$ cat src/rtl/spi_cmd_regfile_if.sv
// -----------------------------------------------------------------------------
// spi_cmd_regfile_if
// Byte-level link between spi_slave and spi_cmd_regfile.
//   ss       : slave select, active-low, synchronous to clk (high = idle)
//   rx_data  : received byte (spi_slave data_out)
//   rx_rdy   : received-byte-valid level (spi_slave data_rdy)
//   tx_data  : next byte to shift out (spi_slave data_in)
//   tx_latch : one-cycle load strobe for tx_data (spi_slave data_latch)
// Modports: master = spi_slave side, slave = register file side.
// -----------------------------------------------------------------------------
interface spi_cmd_regfile_if;
  logic       ss;
  logic [7:0] rx_data;
  logic       rx_rdy;
  logic [7:0] tx_data;
  logic       tx_latch;

  modport master (
    output ss,
    output rx_data,
    output rx_rdy,
    input  tx_data,
    input  tx_latch
  );

  modport slave (
    input  ss,
    input  rx_data,
    input  rx_rdy,
    output tx_data,
    output tx_latch
  );
endinterface

$ cat src/rtl/spi_cmd_regfile.sv
// -----------------------------------------------------------------------------
// spi_cmd_regfile
// Command decoder and register file behind spi_slave. Each ss-low frame is one
// transaction: a command byte (bit7 = write, bits[6:0] = start address), then
// burst data bytes with address auto-increment (modulo NUM_REGS). Reads return
// reg[addr] through tx_data/tx_latch one clock after the triggering byte.
//
// Ports:
//   clk      : system clock (shared with spi_slave)
//   rst      : asynchronous active-low reset
//   bus      : spi_cmd_regfile_if.slave (ss, rx_data, rx_rdy, tx_data, tx_latch)
//   reg_out  : flat register contents, reg n = reg_out[8n+7:8n]
//   wr_stb   : (SPI_CMD_REGFILE_WSTB_EN only) one-cycle pulse after each write
//   wr_addr  : (SPI_CMD_REGFILE_WSTB_EN only) address of that write
//
// Build option: define SPI_CMD_REGFILE_WSTB_EN to add the wr_stb/wr_addr ports.
// -----------------------------------------------------------------------------
module spi_cmd_regfile #(
  parameter int          ADDR_W    = 4,
  parameter logic [7:0]  RESET_VAL = 8'h00,
  localparam int         NUM_REGS  = 32'sd1 <<< ADDR_W,
  localparam int         OUT_W     = NUM_REGS * 32'sd8
) (
  input  logic                 clk,
  input  logic                 rst,
  spi_cmd_regfile_if.slave     bus,
  output logic [OUT_W-32'sd1:0] reg_out
`ifdef SPI_CMD_REGFILE_WSTB_EN
  ,
  output logic                 wr_stb,
  output logic [ADDR_W-32'sd1:0] wr_addr
`endif
);

  typedef enum logic [2:0] {
    ST_IDLE    = 3'd0,
    ST_CMD     = 3'd1,
    ST_WRITE   = 3'd2,
    ST_READ    = 3'd3,
    ST_DISCARD = 3'd4
  } state_t;

  localparam logic [ADDR_W-1:0] ADDR_ONE  = ADDR_W'(1'b1);
  localparam logic [ADDR_W-1:0] ADDR_ZERO = ADDR_W'(1'b0);

  state_t            state_r;
  state_t            state_nxt_s;
  logic [ADDR_W-1:0] addr_r;
  logic [ADDR_W-1:0] addr_nxt_s;
  logic [ADDR_W-1:0] addr_inc_s;
  logic [ADDR_W-1:0] cmd_addr_s;
  logic              rx_rdy_q_r;
  logic              byte_evt_s;
  logic              cmd_bad_s;
  logic              wr_en_s;
  logic              tx_load_s;
  logic [7:0]        tx_data_nxt_s;
  logic [7:0]        tx_data_r;
  logic              tx_latch_r;
  logic [7:0]        regs_r [NUM_REGS];

  // A level held high on rx_rdy yields a single byte event on its rising edge.
  assign byte_evt_s = bus.rx_rdy & ~rx_rdy_q_r;
  assign cmd_addr_s = bus.rx_data[ADDR_W-1:0];
  // Any address bit above the implemented range makes the whole frame invalid.
  assign cmd_bad_s  = ((bus.rx_data[6:0] >> ADDR_W) != 7'h00);
  assign addr_inc_s = addr_r + ADDR_ONE;

  // rx_rdy delay register for the byte-event edge detector.
  always_ff @(posedge clk or negedge rst) begin
    if (!rst) begin
      rx_rdy_q_r <= 1'b0;
    end else begin
      rx_rdy_q_r <= bus.rx_rdy;
    end
  end

  // FSM state and burst address registers.
  always_ff @(posedge clk or negedge rst) begin
    if (!rst) begin
      state_r <= ST_IDLE;
      addr_r  <= ADDR_ZERO;
    end else begin
      state_r <= state_nxt_s;
      addr_r  <= addr_nxt_s;
    end
  end

  // Next-state, address, write-enable and tx load decode.
  // A load computed here lands in tx_data_r/tx_latch_r on the event edge, so
  // the strobe appears exactly one clock after the byte event.
  always_comb begin
    state_nxt_s   = state_r;
    addr_nxt_s    = addr_r;
    wr_en_s       = 1'b0;
    tx_load_s     = 1'b0;
    tx_data_nxt_s = tx_data_r;
    if (bus.ss) begin
      // Deselect wins over any coincident byte event.
      state_nxt_s = ST_IDLE;
    end else begin
      case (state_r)
        ST_IDLE: begin
          state_nxt_s = ST_CMD;
          addr_nxt_s  = ADDR_ZERO;
        end
        ST_CMD: begin
          if (byte_evt_s) begin
            addr_nxt_s = cmd_addr_s;
            if (cmd_bad_s) begin
              state_nxt_s   = ST_DISCARD;
              tx_load_s     = 1'b1;
              tx_data_nxt_s = 8'h00;
            end else if (bus.rx_data[7]) begin
              state_nxt_s = ST_WRITE;
            end else begin
              state_nxt_s   = ST_READ;
              tx_load_s     = 1'b1;
              tx_data_nxt_s = regs_r[cmd_addr_s];
            end
          end else begin
            state_nxt_s = ST_CMD;
          end
        end
        ST_WRITE: begin
          if (byte_evt_s) begin
            wr_en_s    = 1'b1;
            addr_nxt_s = addr_inc_s;
          end else begin
            wr_en_s = 1'b0;
          end
        end
        ST_READ: begin
          if (byte_evt_s) begin
            addr_nxt_s    = addr_inc_s;
            tx_load_s     = 1'b1;
            tx_data_nxt_s = regs_r[addr_inc_s];
          end else begin
            tx_load_s = 1'b0;
          end
        end
        ST_DISCARD: begin
          state_nxt_s = ST_DISCARD;
        end
        default: begin
          state_nxt_s = ST_IDLE;
        end
      endcase
    end
  end

  // Register file storage; each accepted write byte lands whole in one edge.
  always_ff @(posedge clk or negedge rst) begin
    if (!rst) begin
      for (int i = 0; i < NUM_REGS; i++) begin
        regs_r[i] <= RESET_VAL;
      end
    end else if (wr_en_s) begin
      regs_r[addr_r] <= bus.rx_data;
    end
  end

  // Registered tx path: tx_data holds its last value between loads.
  always_ff @(posedge clk or negedge rst) begin
    if (!rst) begin
      tx_data_r  <= 8'h00;
      tx_latch_r <= 1'b0;
    end else begin
      tx_latch_r <= tx_load_s;
      if (tx_load_s) begin
        tx_data_r <= tx_data_nxt_s;
      end
    end
  end

  assign bus.tx_data  = tx_data_r;
  assign bus.tx_latch = tx_latch_r;

  for (genvar gi = 0; gi < NUM_REGS; gi++) begin : g_reg_out
    assign reg_out[gi*8 +: 8] = regs_r[gi];
  end

`ifdef SPI_CMD_REGFILE_WSTB_EN
  logic              wr_stb_r;
  logic [ADDR_W-1:0] wr_addr_r;

  // Write notification: pulse in the cycle after each register write.
  always_ff @(posedge clk or negedge rst) begin
    if (!rst) begin
      wr_stb_r  <= 1'b0;
      wr_addr_r <= ADDR_ZERO;
    end else begin
      wr_stb_r <= wr_en_s;
      if (wr_en_s) begin
        wr_addr_r <= addr_r;
      end
    end
  end

  assign wr_stb  = wr_stb_r;
  assign wr_addr = wr_addr_r;
`endif

endmodule

$ cat src/flat_wrapper.sv
// flat-port wrapper written by rule: the top's interface ports become plain ports
module spi_cmd_regfile_flat 
#(
  parameter int          ADDR_W    = 4,
  parameter logic [7:0]  RESET_VAL = 8'h00,
  localparam int         NUM_REGS  = 32'sd1 <<< ADDR_W,
  localparam int         OUT_W     = NUM_REGS * 32'sd8
)
  (clk, rst, reg_out, bus_ss, bus_rx_data, bus_rx_rdy, bus_tx_data, bus_tx_latch);
  spi_cmd_regfile_if bus_i ();
  input  logic clk;
  input  logic rst;
  output logic [OUT_W-32'sd1:0] reg_out;
  input wire logic [$bits(bus_i.ss)-1:0] bus_ss;
  input wire logic [$bits(bus_i.rx_data)-1:0] bus_rx_data;
  input wire logic [$bits(bus_i.rx_rdy)-1:0] bus_rx_rdy;
  output wire logic [$bits(bus_i.tx_data)-1:0] bus_tx_data;
  output wire logic [$bits(bus_i.tx_latch)-1:0] bus_tx_latch;
  assign bus_i.ss = bus_ss;
  assign bus_i.rx_data = bus_rx_data;
  assign bus_i.rx_rdy = bus_rx_rdy;
  assign bus_tx_data = bus_i.tx_data;
  assign bus_tx_latch = bus_i.tx_latch;
  spi_cmd_regfile #(.ADDR_W(ADDR_W), .RESET_VAL(RESET_VAL)) u_core (.clk(clk), .rst(rst), .bus(bus_i), .reg_out(reg_out));
endmodule
$ cat config.mk
export PLATFORM = sky130hd
export DESIGN_NAME = spi_cmd_regfile_flat
export DESIGN_NICKNAME = d
export VERILOG_FILES = /design/src/rtl/spi_cmd_regfile_if.sv /design/src/rtl/spi_cmd_regfile.sv /design/src/flat_wrapper.sv
export SDC_FILE = /design/constraint.sdc
export NUM_CORES = 1
export LEC_CHECK = 0
export BUFFER_PORTS_ARGS = -buffer_cell sky130_fd_sc_hd__buf_2
export CAP_MARGIN = 0
export CORE_MARGIN = 10
export CORE_UTILIZATION = 55
export CTS_BUF_LIST = sky130_fd_sc_hd__clkbuf_16
export DETAILED_ROUTE_END_ITERATION = 7
export PLACE_DENSITY = 0.85
export SYNTH_ARGS = -nofsm -noshare
export SYNTH_HDL_FRONTEND = slang
export SYNTH_SLANG_ARGS = --single-unit
$ cat constraint.sdc
create_clock -name clk -period 3.1 [get_ports clk]
set_input_delay 0.155 -clock clk [delete_from_list [all_inputs] [get_ports clk]]
set_output_delay 0.155 -clock clk [all_outputs]
set_load 0.03 [all_outputs]
==> results by group, run 1 <==
Timing
  • Final Setup Violations: 0
  • Least-Margin Pin Slew: 901 ps
  • RSZ-0062 raised after global routing: false
  • Final min period: 2630 ps
  • Final period utilization: 84.8%
  • Fmax: 0.380 GHz
  • TNS Setup: 0 ps
  • Slew Limit Fails: 0
  • Final hold vios: 0
  • Hold Slack: 269 ps
  • Setup Skew: 6.74 ps
  • Max-slew headroom: 39.9%

Critical path
  • Critical Path RT: 3450 ps
  • CP startpoint kind: flop
  • CP endpoint kind: flop
  • CP arrival: 2980 ps
  • Slowest stage cell, crit path: buf_4
  • Crit Path Class: reg -> reg
  • Max stage delay on crit path: 700 ps
  • Crit Path Max Fanout: 49
  • Cell Chain, Critical Path: buf_4 > nand3_1 > xnor2_2 > nor2b_1 > a21oi_1 > o211ai_2

CTS
  • CTS Buf Count: 17
  • Clk_lat worst skew: 430 ps
  • Post-CTS setup repair buffer count: 0
  • Clock Tree Buf Depth: 2
  • Clk slew on worst S/H paths: 60 ps
  • Number of H-tree levels: 4
  • CTS Sinks: 145
  • CTS tree: built
  • Root Driver: clkbuf_16

Yosys
  • FFs w/ async S/R, synth: 100%
  • Synthesized area: 7960 µm²
  • Post-synth top flop: dfrtp_1
  • Syn_nets: 568
  • Syn Inst Count: 552
  • Register area share after synthesis: 45.6%
  • Synth unique cells: 39
  • Syn Area/Cell: 14.4 µm²
  • Synth warn: 0
  • Seq cells post-synth: 145
  • Post-synth EDFFs: 0

Job
  • Max-Cap Viols: 0

Floorplan
  • Vert. Die Dim: 140 µm
  • Horiz. Die Dim: 140 µm
  • Initial Util: 56.7%
  • Die Area: 19700 µm²
  • Core area: 14000 µm²
  • Rows: 43
  • Ports: 149

Hold path
  • Worst min path class: in -> reg

Drt
  • # DRC: 0
  • Drt pass-1 iters: 5
  • Met1 WL: 9330 µm
  • Met2 WL: 11700 µm
  • DR iter-0 viols: 496
  • Routed wire per std cell: 26.9 µm
  • Met3 Wirelength: 2230 µm
  • DR top layer: met4
  • Vias per Instance: 6.49
  • Final antenna-violating net count: 0
  • Via count: 5717
  • Final wirelength: 23700 µm

Finish
  • Layout Utilization: 66.3%
  • Finished Cell Area: 9310 µm²
  • Fillers: 1007
  • Layout area overhead: 17.0%
  • Layout cells sized above 1: 57.9%
  • Antenna diodes: 0
  • Nets: 704

Placed design
  • Placed inst area: 8760 µm²
  • Port buffer count: 148
  • DP HPWL: 16300 µm
  • Final GP Congestion: 0.922

GRT
  • Initial antenna violation count: 0
  • Largest net degree at the start of global routing: 79
  • Gr usage total: 23.9%
  • GRT overflow: 0
  • First-pass GRT wire length: 36400 µm
  • Vias in the first global route: 6078

Power
  • PD cells: 462 nW/µm²
  • Clk pwr share: 42.5%
  • Internal power: 0.00312 W
  • Switching portion of total power: 27.5%
  • Pleak: 4.72 nW
  • Psw: 0.00118 W
  • Comb power frac: 12.1%
  • Power share of the sequential group: 45.4%
  • Max rail drop VDD: 439 µV

Outcome
  • Status: completed
## metrics by stage
step	cells	power, W	setup WS (ps)
5_1_grt	881	0.00442	283
6_report	881	0.00430	471
4_1_cts	881	0.00431	495
3_5_place_dp	846	0.00250	513
2_1_floorplan	552	0.00236	543
3_3_place_gp	846	0.00248	639
## repair_timing
item,in CTS,in global routing
gates resized for setup,0,0
hold buffers,3,0
endpoints found under the hold margin,80,0
## cell families after synthesis
logic type	after synthesis	synth area share [%]
AOI/OAI and AO/OA	39	3.63
xor gates and xnor gates	2	0.550
adders and majority gates	4	0.629
buffers and inverters	52	3.84
DFF	145	45.6
muxes	237	41.0
and+or+nand+nor	73	4.73
## power by group through the flow
stage / registers [W] / clock network, W / logic, W
3_5_place_dp: 0.00198 / 0 / 0.000517
3_3_place_gp: 0.00198 / 0 / 0.000497
4_1_cts: 0.00195 / 0.00183 / 0.000523
6_report: 0.00195 / 0.00183 / 0.000520
2_1_floorplan: 0.00199 / 0 / 0.000372
5_1_grt: 0.00195 / 0.00192 / 0.000550
## worst max-delay path: cells and delay by family, from the launching register on
| family | cells | cell delay (ps) |
|---|---|---|
| and+or+nand+nor | 2 | 890 |
| AOI/OAI and AO/OA | 2 | 350 |
| xor gates and xnor gates | 1 | 220 |
| DFF | 1 | 370 |
| buffers and inverters | 1 | 700 |
## Yosys cell counts, types with 2 or more instances
cell type  instances  share of area [%]
nor2_1             9               0.42
o21ai_0            3               0.19
a32oi_1            2               0.22
buf_2             10               0.63
o211ai_2           7                1.1
ha_1               4               0.63
a21oi_1           13               0.82
buf_6              4               0.57
inv_1              7               0.33
buf_12             3               0.75
buf_4              4               0.38
nor2b_1            4               0.31
o21ai_1            2               0.13
clkbuf_1          19               0.90
nor4_1             2               0.16
mux2i_1           37                4.7
nand3_1            2               0.13
mux4_2            57                 16
nand2_1           30                1.4
mux2_2           143                 20
nand3_2            4               0.50
nand2b_1           3               0.24
and2_1             4               0.31
o211ai_1           7               0.66
nor3_1            11               0.69
dfrtp_1          145                 46
buf_1              4               0.19
## per-layer routing
metal / vias to the layer above / track usage [%]
li1: 2370 / -
met1: 2987 / 30.3
met2: 321 / 38.4
met3: 39 / 7.40
met4: 0 / 7.50
met5: - / 0
## placed cells by master (no fill, tap or decap), drive strengths merged, types with 2 or more instances in the layout
cell type	synthesis	routed
nor3	12	12
mux4	57	57
and2	4	4
ha	4	4
dlygate4sd3	0	3
clkinvlp	0	4
o211ai	14	14
clkbuf	20	17
nand2b	3	3
nand3	6	6
nand2	31	31
inv	7	9
buf	25	159
mux2	143	143
o21ai	5	5
a21oi	13	13
mux2i	37	37
clkinv	0	9
a32oi	2	2
nor4	3	3
nor2	9	9
dfrtp	145	145
nor2b	4	4
## state kept, by name (all words and copies together) (netlist names)
signal,cells
u_core.state_r,3
u_core.bus.tx_data,8
u_core.reg_out,128
u_core.bus.tx_latch,1
u_core.addr_r,4
u_core.rx_rdy_q_r,1
## final cells by class
type / instances / area (µm²) / area share [%]
clock buffer: 17 / 425 / 4.57
clock inverter: 15 / 96.3 / 1.03
inverter: 7 / 26.3 / 0.282
multi-input combinational: 355 / 4020 / 43.2
sequential: 145 / 3630 / 39.0
tap: 180 / 225 / 2.42
timing repair buffer: 162 / 885 / 9.50
## final timing paths
kind                                       start                     to  slack [ps]  cells past startpoint
max                             u_core.addr_r[0]  u_core.bus.tx_data[7]         470                      6
min                               bus_rx_data[7]      u_core.reg_out[7]         270                      2
max reg2reg                     u_core.addr_r[0]  u_core.bus.tx_data[7]         470                      6
min reg2reg                u_core.bus.tx_data[5]  u_core.bus.tx_data[5]         510                      2
max in group asynchronous                    rst    u_core.reg_out[108]        1930                      3
min in group asynchronous                    rst     u_core.reg_out[23]         320                      2
Note: power is estimated with default switching activity, not from simulation.
==> run 2, diff against run 1 <==
--- a/config.mk
+++ b/config.mk
@@ -5,13 +5,14 @@
 export SDC_FILE = /design/constraint.sdc
 export NUM_CORES = 1
 export LEC_CHECK = 0
+export ABC_AREA = 1
 export BUFFER_PORTS_ARGS = -buffer_cell sky130_fd_sc_hd__buf_2
 export CAP_MARGIN = 0
 export CORE_MARGIN = 10
-export CORE_UTILIZATION = 55
+export CORE_UTILIZATION = 51
 export CTS_BUF_LIST = sky130_fd_sc_hd__clkbuf_16
 export DETAILED_ROUTE_END_ITERATION = 7
-export PLACE_DENSITY = 0.85
+export PLACE_DENSITY = 0.83
 export SYNTH_ARGS = -nofsm -noshare
 export SYNTH_HDL_FRONTEND = slang
 export SYNTH_SLANG_ARGS = --single-unit
==> constraint.sdc (replaced) <==
create_clock -name clk -period 2.2 [get_ports clk]
set_input_delay 0.11 -clock clk [delete_from_list [all_inputs] [get_ports clk]]
set_output_delay 0.11 -clock clk [all_outputs]
set_load 0.03 [all_outputs]
==> run 2 against run 1 <==
Highest routed layer unchanged. Worst hold slack got worse by 160 ps. Largest power group unchanged. Sequential power increased by 42%. Combinational power increased to 2.9 times the previous value. Count of clock-buffer cells in the layout unchanged. Critical endpoint unchanged.
==> results by group, run 2 <==
Critical path
  • Critical Path Start: u_core.addr_r[0] (unchanged)
  • Crit Path Class: reg -> reg (unchanged)
  • CP endpoint kind: flop (unchanged)
  • Bufs and invs on worst path: 2 (was 1)
  • Critical Path RT: 2570 ps (was 3450 ps)
  • Cell mode on critical path: nand2_1
  • Top delay family on crit path: simple AND/OR/NAND/NOR gates (unchanged)
  • Max stage delay on crit path: 390 ps (was 700 ps)
  • CP arrival: 2370 ps (was 2980 ps)
  • WP depth: 11 (was 6)
  • Reg2Reg Depth: 11 (was 6)
  • Cell Chain, Critical Path: clkinv_1 > ha_1 > buf_4 > nand3_1 > nand3_1 > nand3_1 > nand2_1 > nand2_1 > nand2_1 > nand2_1 > nand2_1 (was buf_4 > nand3_1 > xnor2_2 > nor2b_1 > a21oi_1 > o211ai_2)
  • FF-to-FF Start: u_core.addr_r[0] (unchanged)
  • CP startpoint kind: flop (unchanged)
  • Slowest stage cell, crit path: dfrtp_2 (was buf_4)
  • R2R Path End: u_core.bus.tx_data[7] (unchanged)
  • Crit Path Max Fanout: 23 (was 49)
  • CP endpoint: u_core.bus.tx_data[7] (unchanged)
  • R2R Setup Slk: 200 ps (was 470 ps)

Yosys
  • Seq cells post-synth: 145 (unchanged)
  • Synth unique cells: 29 (was 39)
  • Dominant cell type by area after synthesis: dfrtp_1 (unchanged)
  • Commonest cells in the netlist: 457 x nand2_1, 228 x nand3_1, 152 x inv_1 (was 145 x dfrtp_1, 143 x mux2_2, 57 x mux4_2)
  • Post-synth EDFFs: 0 (unchanged)
  • Synth area leaders: dfrtp_1 43%, nand2_1 20%, nand3_1 13%, o21ai_1 7.2%, inv_1 6.7% (was dfrtp_1 46%, mux2_2 20%, mux4_2 16%, mux2i_1 4.7%, nand2_1 1.4%)
  • Syn_nets: 1261 (was 568)
  • Syn Area/Cell: 6.79 µm² (was 14.4 µm²)
  • FFs w/ async S/R, synth: 100% (unchanged)
  • Most common cell in the synthesized netlist: nand2_1 (was dfrtp_1)
  • Synth warn: 0 (unchanged)
  • Post-synth top flop: dfrtp_1 (unchanged)
  • Syn Inst Count: 1245 (was 552)
  • Top-area cell type share of the netlist area: 42.9% (was 45.6%)
  • Register area share after synthesis: 42.9% (was 45.6%)
  • Synthesized area: 8460 µm² (was 7960 µm²)

Hold path
  • Worst min path class: in -> reg (unchanged)

Drt
  • # DRC: 0 (unchanged)
  • Final wirelength: 30800 µm (was 23700 µm)
  • Via count: 9046 (was 5717)
  • Routed wire per std cell: 19.2 µm (was 26.9 µm)
  • Drt pass-1 iters: 6 (was 5)
  • Final antenna-violating net count: 0 (unchanged)
  • DR iter-0 viols: 1265 (was 496)
  • Vias per Instance: 5.64 (was 6.49)

CTS
  • Clock Tree Buf Depth: 2 (unchanged)
  • CTS tree: built (unchanged)
  • Root Driver: clkbuf_16 (unchanged)
  • CTS Buf Count: 17 (unchanged)
  • CTS Sinks: 145 (unchanged)
  • Clk_lat worst skew: 430 ps (about the same)
  • Clk slew on worst S/H paths: 60 ps (about the same)
  • Post-CTS setup repair buffer count: 0 (unchanged)
  • Number of H-tree levels: 4 (unchanged)

Job
  • Max-Cap Viols: 0 (unchanged)

Timing
  • Setup Skew: 8.01 ps (was 6.74 ps)
  • Least-Margin Pin Slew: 747 ps (was 901 ps)
  • TNS Setup: 0 ps (unchanged)
  • Hold Slack: 105 ps (was 269 ps)
  • Max-slew headroom: 50.1% (was 39.9%)
  • Final Setup Violations: 0 (unchanged)
  • Final min period: 2000 ps (was 2630 ps)
  • Final period utilization: 90.9% (was 84.8%)
  • Slew Limit Fails: 0 (unchanged)
  • RSZ-0062 raised after global routing: false (unchanged)
  • Fmax: 0.500 GHz (was 0.380 GHz)
  • Final hold vios: 0 (unchanged)

Finish
  • Nets: 1388 (was 704)
  • Antenna diodes: 0 (unchanged)
  • Layout cells sized above 1: 17.1% (was 57.9%)
  • Most frequent cells in the layout: 457 x nand2_1, 228 x nand3_1, 153 x inv_1 (was 147 x buf_2, 144 x dfrtp_1, 143 x mux2_2)
  • Commonest non-fill, non-tap cell in the layout: nand2_1 (was buf_2)
  • Post-route insts no fill: 1605 (was 881)
  • Largest register FFs: 128 (unchanged)
  • Layout area overhead: 18.8% (was 17.0%)

Placed design
  • Placed Cells: 1570 (was 846)
  • DP HPWL: 22000 µm (was 16300 µm)
  • Port buffer count: 148 (unchanged)
  • Final GP Congestion: 1.03 (was 0.922)

GRT
  • Vias in the first global route: 8490 (was 6078)
  • Largest net degree at the start of global routing: 74 (was 79)
  • Gr usage total: 27.6% (was 23.9%)
  • Initial antenna violation count: 0 (unchanged)
  • GRT overflow: 0 (unchanged)
  • First-pass GRT wire length: 47800 µm (was 36400 µm)

Power
  • Pleak: 5.47 nW (was 4.72 nW)
  • Pwr Total: 0.00703 W (was 0.00430 W)
  • Max rail drop VDD: 555 µV (was 439 µV)
  • PD cells: 700 nW/µm² (was 462 nW/µm²)

Floorplan
  • Vert. Die Dim: 149 µm (was 140 µm)
  • Die Area: 22100 µm² (was 19700 µm²)
  • Rows: 47 (was 43)
  • Initial Util: 51.5% (was 56.7%)
  • Horiz. Die Dim: 149 µm (was 140 µm)
  • Ports: 149 (unchanged)
  • Core area: 16400 µm² (was 14000 µm²)

Outcome
  • Status: completed (unchanged)
==> run 2: kinds of logic after synthesis <==
| group | synth area share, % |
|---|---|
| AND/OR/NAND/NOR | 36.5 |
| buffers and inverters | 10.9 |
| flip-flops | 42.9 |
| AO/OA/AOI/OAI | 8.64 |
| adder cells (fa/ha/maj) | 0.592 |
| XOR/XNOR | 0.488 |
==> run 2: final cells by class <==
class	count	area (µm²)
clock buffers	17	425
clock inverters	15	128
fillers	1472	6360
inverters	157	589
multi-input cells	867	3920
flip-flops and latches	145	3630
well taps	220	275
repair buffers	184	1090
==> run 2: worst min path at each step <==
stage / slack, ps / endpoint / cells after the start / startpoint
after floorplan: -190 / u_core.addr_r[0] / 0 / rst
after global placement: 110 / u_core.reg_out[98] / 1 / rst
after detailed placement: 120 / u_core.reg_out[108] / 1 / rst
after CTS: 110 / u_core.reg_out[114] / 3 / bus_rx_data[2]
after global routing: 110 / u_core.reg_out[122] / 3 / bus_rx_data[2]
final: 110 / u_core.reg_out[114] / 3 / bus_rx_data[2]
==> run 2: tightest hold or removal path: cells and delay by family <==
family	cells	cell delay [ps]
buffers and inverters	2	230
AOI/OAI and AO/OA	1	160
==> run 2: metrics by stage <==
| step | area, µm² | worst slack, ps | util, % |
|---|---|---|---|
| after floorplan | 8460 | 7.74 | - |
| after global placement | 9460 | 277 | 57.6 |
| after detailed placement | 9460 | 121 | 57.6 |
| after CTS | 10000 | 118 | 61.2 |
| after global routing | 10100 | 112 | 61.3 |
| final | 10100 | 201 | 61.3 |
==> run 2: layer usage <==
metal / wire length, µm / global-route usage [%]
met5: 0 / 0
met4: 1010 / 10.5
met3: 3250 / 8.28
met2: 13900 / 42.2
met1: 12700 / 36.3
==> run 2: power breakdown <==
part / internal (W) / switching, W / leakage, nW
Clock: 0.00163 / 0.00113 / 0.269
Sequential: 0.00271 / 0.0000540 / 2.01
Combinational: 0.000448 / 0.00107 / 3.19
==> run 2: repair_timing <==
action                                  in CTS  in global routing
hold buffers                                 3                  0
resized for setup                            0                  1
hold endpoints to repair                    60                  0
endpoints found under the setup margin       0                  8
==> run 3, diff against run 2 <==
--- a/config.mk
+++ b/config.mk
@@ -5,7 +5,7 @@
 export SDC_FILE = /design/constraint.sdc
 export NUM_CORES = 1
 export LEC_CHECK = 0
-export ABC_AREA = 1
+export ABC_AREA = 0
 export BUFFER_PORTS_ARGS = -buffer_cell sky130_fd_sc_hd__buf_2
 export CAP_MARGIN = 0
 export CORE_MARGIN = 10
==> run 3 against run 2 <==
Via count decreased by 36%. Core utilization rose by 2.4 points. Register-to-register slack worse by 150 ps. Flip-flop and latch count did not move. Final area fell by 3.4%. Count of clock-buffer cells in the layout stayed put. First-iteration DRC count decreased by 68%.
==> results by group, run 3 (same netlist as run 1, synthesis figures left out) <==
Timing
  • Least-Margin Pin Slew: 889 ps (was 747 ps)
  • Final period utilization: 97.7% (was 90.9%)
  • Max-slew headroom: 40.8% (was 50.1%)
  • Final hold vios: 0 (unchanged)
  • Fmax: 0.465 GHz (was 0.500 GHz)
  • RSZ-0062 raised after global routing: false (unchanged)
  • TNS Setup: 0 ps (unchanged)
  • Final Setup Violations: 0 (unchanged)
  • Slew Limit Fails: 0 (unchanged)
  • Final min period: 2150 ps (was 2000 ps)
  • Setup Skew: 10.9 ps (was 8.01 ps)

Critical path
  • CP endpoint kind: flop (unchanged)
  • Bufs and invs on worst path: 0 (was 2)
  • Crit Path Class: reg -> reg (unchanged)
  • Critical Path RT: 2510 ps (was 2570 ps)
  • Slowest stage cell, crit path: dfrtp_1 (was dfrtp_2)
  • Top delay family on crit path: simple AND/OR/NAND/NOR gates (unchanged)
  • CP startpoint kind: flop (unchanged)
  • CP arrival: 2460 ps (was 2370 ps)
  • Cell Chain, Critical Path: nand2b_1 > nor4_2 > and2_1 > nand3_2 > mux2_2 (was clkinv_1 > ha_1 > buf_4 > nand3_1 > nand3_1 > nand3_1 > nand2_1 > nand2_1 > nand2_1 > nand2_1 > nand2_1)
  • Max stage delay on crit path: 530 ps (was 390 ps)
  • Crit Path Max Fanout: 9 (was 23)
  • R2R Setup Slk: 50 ps (was 200 ps)

Drt
  • Routed wire per std cell: 26.3 µm (was 19.2 µm)
  • Vias per Instance: 6.27 (was 5.64)
  • Drt pass-1 iters: 5 (was 6)
  • Final antenna-violating net count: 0 (unchanged)
  • Final wirelength: 24300 µm (was 30800 µm)
  • DR iter-0 viols: 399 (was 1265)
  • Via count: 5804 (was 9046)
  • # DRC: 0 (unchanged)

Placed design
  • Port buffer count: 148 (unchanged)
  • Placed inst area: 9020 µm² (was 9460 µm²)
  • Final GP Congestion: 0.895 (was 1.03)
  • Placed Cells: 889 (was 1570)
  • DP HPWL: 17200 µm (was 22000 µm)

CTS
  • Number of H-tree levels: 4 (unchanged)
  • Clock Tree Buf Depth: 2 (unchanged)
  • CTS tree: built (unchanged)
  • Clk_lat worst skew: 430 ps (about the same)
  • CTS Sinks: 145 (unchanged)
  • CTS Buf Count: 17 (unchanged)
  • Root Driver: clkbuf_16 (unchanged)
  • Clk slew on worst S/H paths: 60 ps (about the same)

Power
  • Switching portion of total power: 24.6% (was 31.9%)
  • Max rail drop VDD: 495 µV (was 555 µV)
  • PD cells: 685 nW/µm² (was 700 nW/µm²)
  • Comb power frac: 12.2% (was 21.5%)
  • Clk pwr share: 46.6% (was 39.2%)
  • Psw: 0.00164 W (was 0.00224 W)
  • Power share of the sequential group: 41.3% (was 39.2%)
  • Internal power: 0.00501 W (was 0.00479 W)
  • Pleak: 4.89 nW (was 5.47 nW)

GRT
  • Gr usage total: 22.7% (was 27.6%)
  • Largest net degree at the start of global routing: 72 (was 74)
  • GRT overflow: 0 (unchanged)
  • First-pass GRT wire length: 37100 µm (was 47800 µm)
  • Initial antenna violation count: 0 (unchanged)
  • Vias in the first global route: 6138 (was 8490)

Floorplan
  • Die Area: 21000 µm² (was 22100 µm²)
  • Horiz. Die Dim: 145 µm (was 149 µm)
  • Ports: 149 (unchanged)
  • Initial Util: 52.2% (was 51.5%)
  • Core area: 15300 µm² (was 16400 µm²)
  • Vert. Die Dim: 145 µm (was 149 µm)
  • Rows: 45 (was 47)

Hold path
  • Worst min path class: in -> reg (unchanged)

Finish
  • Post-route insts no fill: 925 (was 1605)
  • Antenna diodes: 0 (unchanged)
  • Most frequent cells in the layout: 147 x buf_2, 144 x dfrtp_1, 138 x mux2_2 (was 457 x nand2_1, 228 x nand3_1, 153 x inv_1)
  • Layout cells sized above 1: 60.2% (was 17.1%)
  • Commonest non-fill, non-tap cell in the layout: buf_2 (was nand2_1)
  • Nets: 717 (was 1388)
  • Area of the multi-input gates: 4090 µm² (was 3920 µm²)
  • Largest register FFs: 128 (unchanged)
  • Finished Cell Area: 9710 µm² (was 10100 µm²)
  • Seq. cell area: 3630 µm² (unchanged)
  • Layout area overhead: 22.0% (was 18.8%)
  • Fillers: 1111 (was 1472)

Job
  • Max-Cap Viols: 0 (unchanged)

Outcome
  • Status: completed (unchanged)
==> run 3: stage by stage <==
stage	total power [W]	hold slack, ps	setup slack [ps]	utilization (%)
floorplan	0.00336	-186	1.83	-
global placement	0.00352	162	183	59.1
detailed placement	0.00356	176	85.6	59.1
CTS	0.00664	37.3	78.1	63.4
global route	0.00683	67.3	10.6	63.6
finish	0.00665	42.9	50.8	63.6
==> run 3: final cells by class <==
cell class,instances,area share [%]
clock inverters,15,2.06
repair buffers,175,11.0
well taps,211,2.72
clock buffers,17,4.38
flip-flops and latches,145,37.4
inverters,7,0.271
multi-input cells,355,42.1
==> run 3: power by group through the flow <==
| stage | sequential (W) | combinational (W) | clock [W] |
|---|---|---|---|
| 2_1_floorplan | 0.00281 | 0.000559 | 0 |
| 3_3_place_gp | 0.00279 | 0.000737 | 0 |
| 3_5_place_dp | 0.00279 | 0.000767 | 0 |
| 4_1_cts | 0.00274 | 0.000776 | 0.00312 |
| 5_1_grt | 0.00275 | 0.000861 | 0.00323 |
| 6_report | 0.00274 | 0.000810 | 0.00310 |
==> run 3: worst paths after layout <==
path,start,endpoint,cells past startpoint
max in group asynchronous,rst,u_core.reg_out[76],3
min reg2reg,u_core.bus.tx_data[7],u_core.bus.tx_data[7],2
max,u_core.state_r[1],u_core.reg_out[103],5
max reg2reg,u_core.state_r[1],u_core.reg_out[103],5
min,bus_rx_data[6],u_core.state_r[1],4
min in group asynchronous,rst,u_core.reg_out[23],2
==> run 3: what timing repair did <==
item | in CTS | in global routing
setup endpoints to repair | 0 | 13
hold buffers | 3 | 0
gates resized for setup | 0 | 6
hold endpoints to repair | 72 | 0
buffers inserted | 0 | 1
==> run 3: metal layers <==
metal | wire (µm) | global-route usage (%) | vias up | part of all wire [%]
met4 | 985 | 10.3 | 0 | 4.0
met5 | 0 | 0 | - | 0
li1 | - | - | 2388 | -
met2 | 12000 | 37.3 | 305 | 49
met1 | 9550 | 27.1 | 3048 | 39
met3 | 1750 | 6.55 | 63 | 7.2
==> run 3: tightest hold or removal path: stages <==
cell and delay [ps]:
buf_2 110, nor3_1 70, nand3_1 70, a21oi_1 70
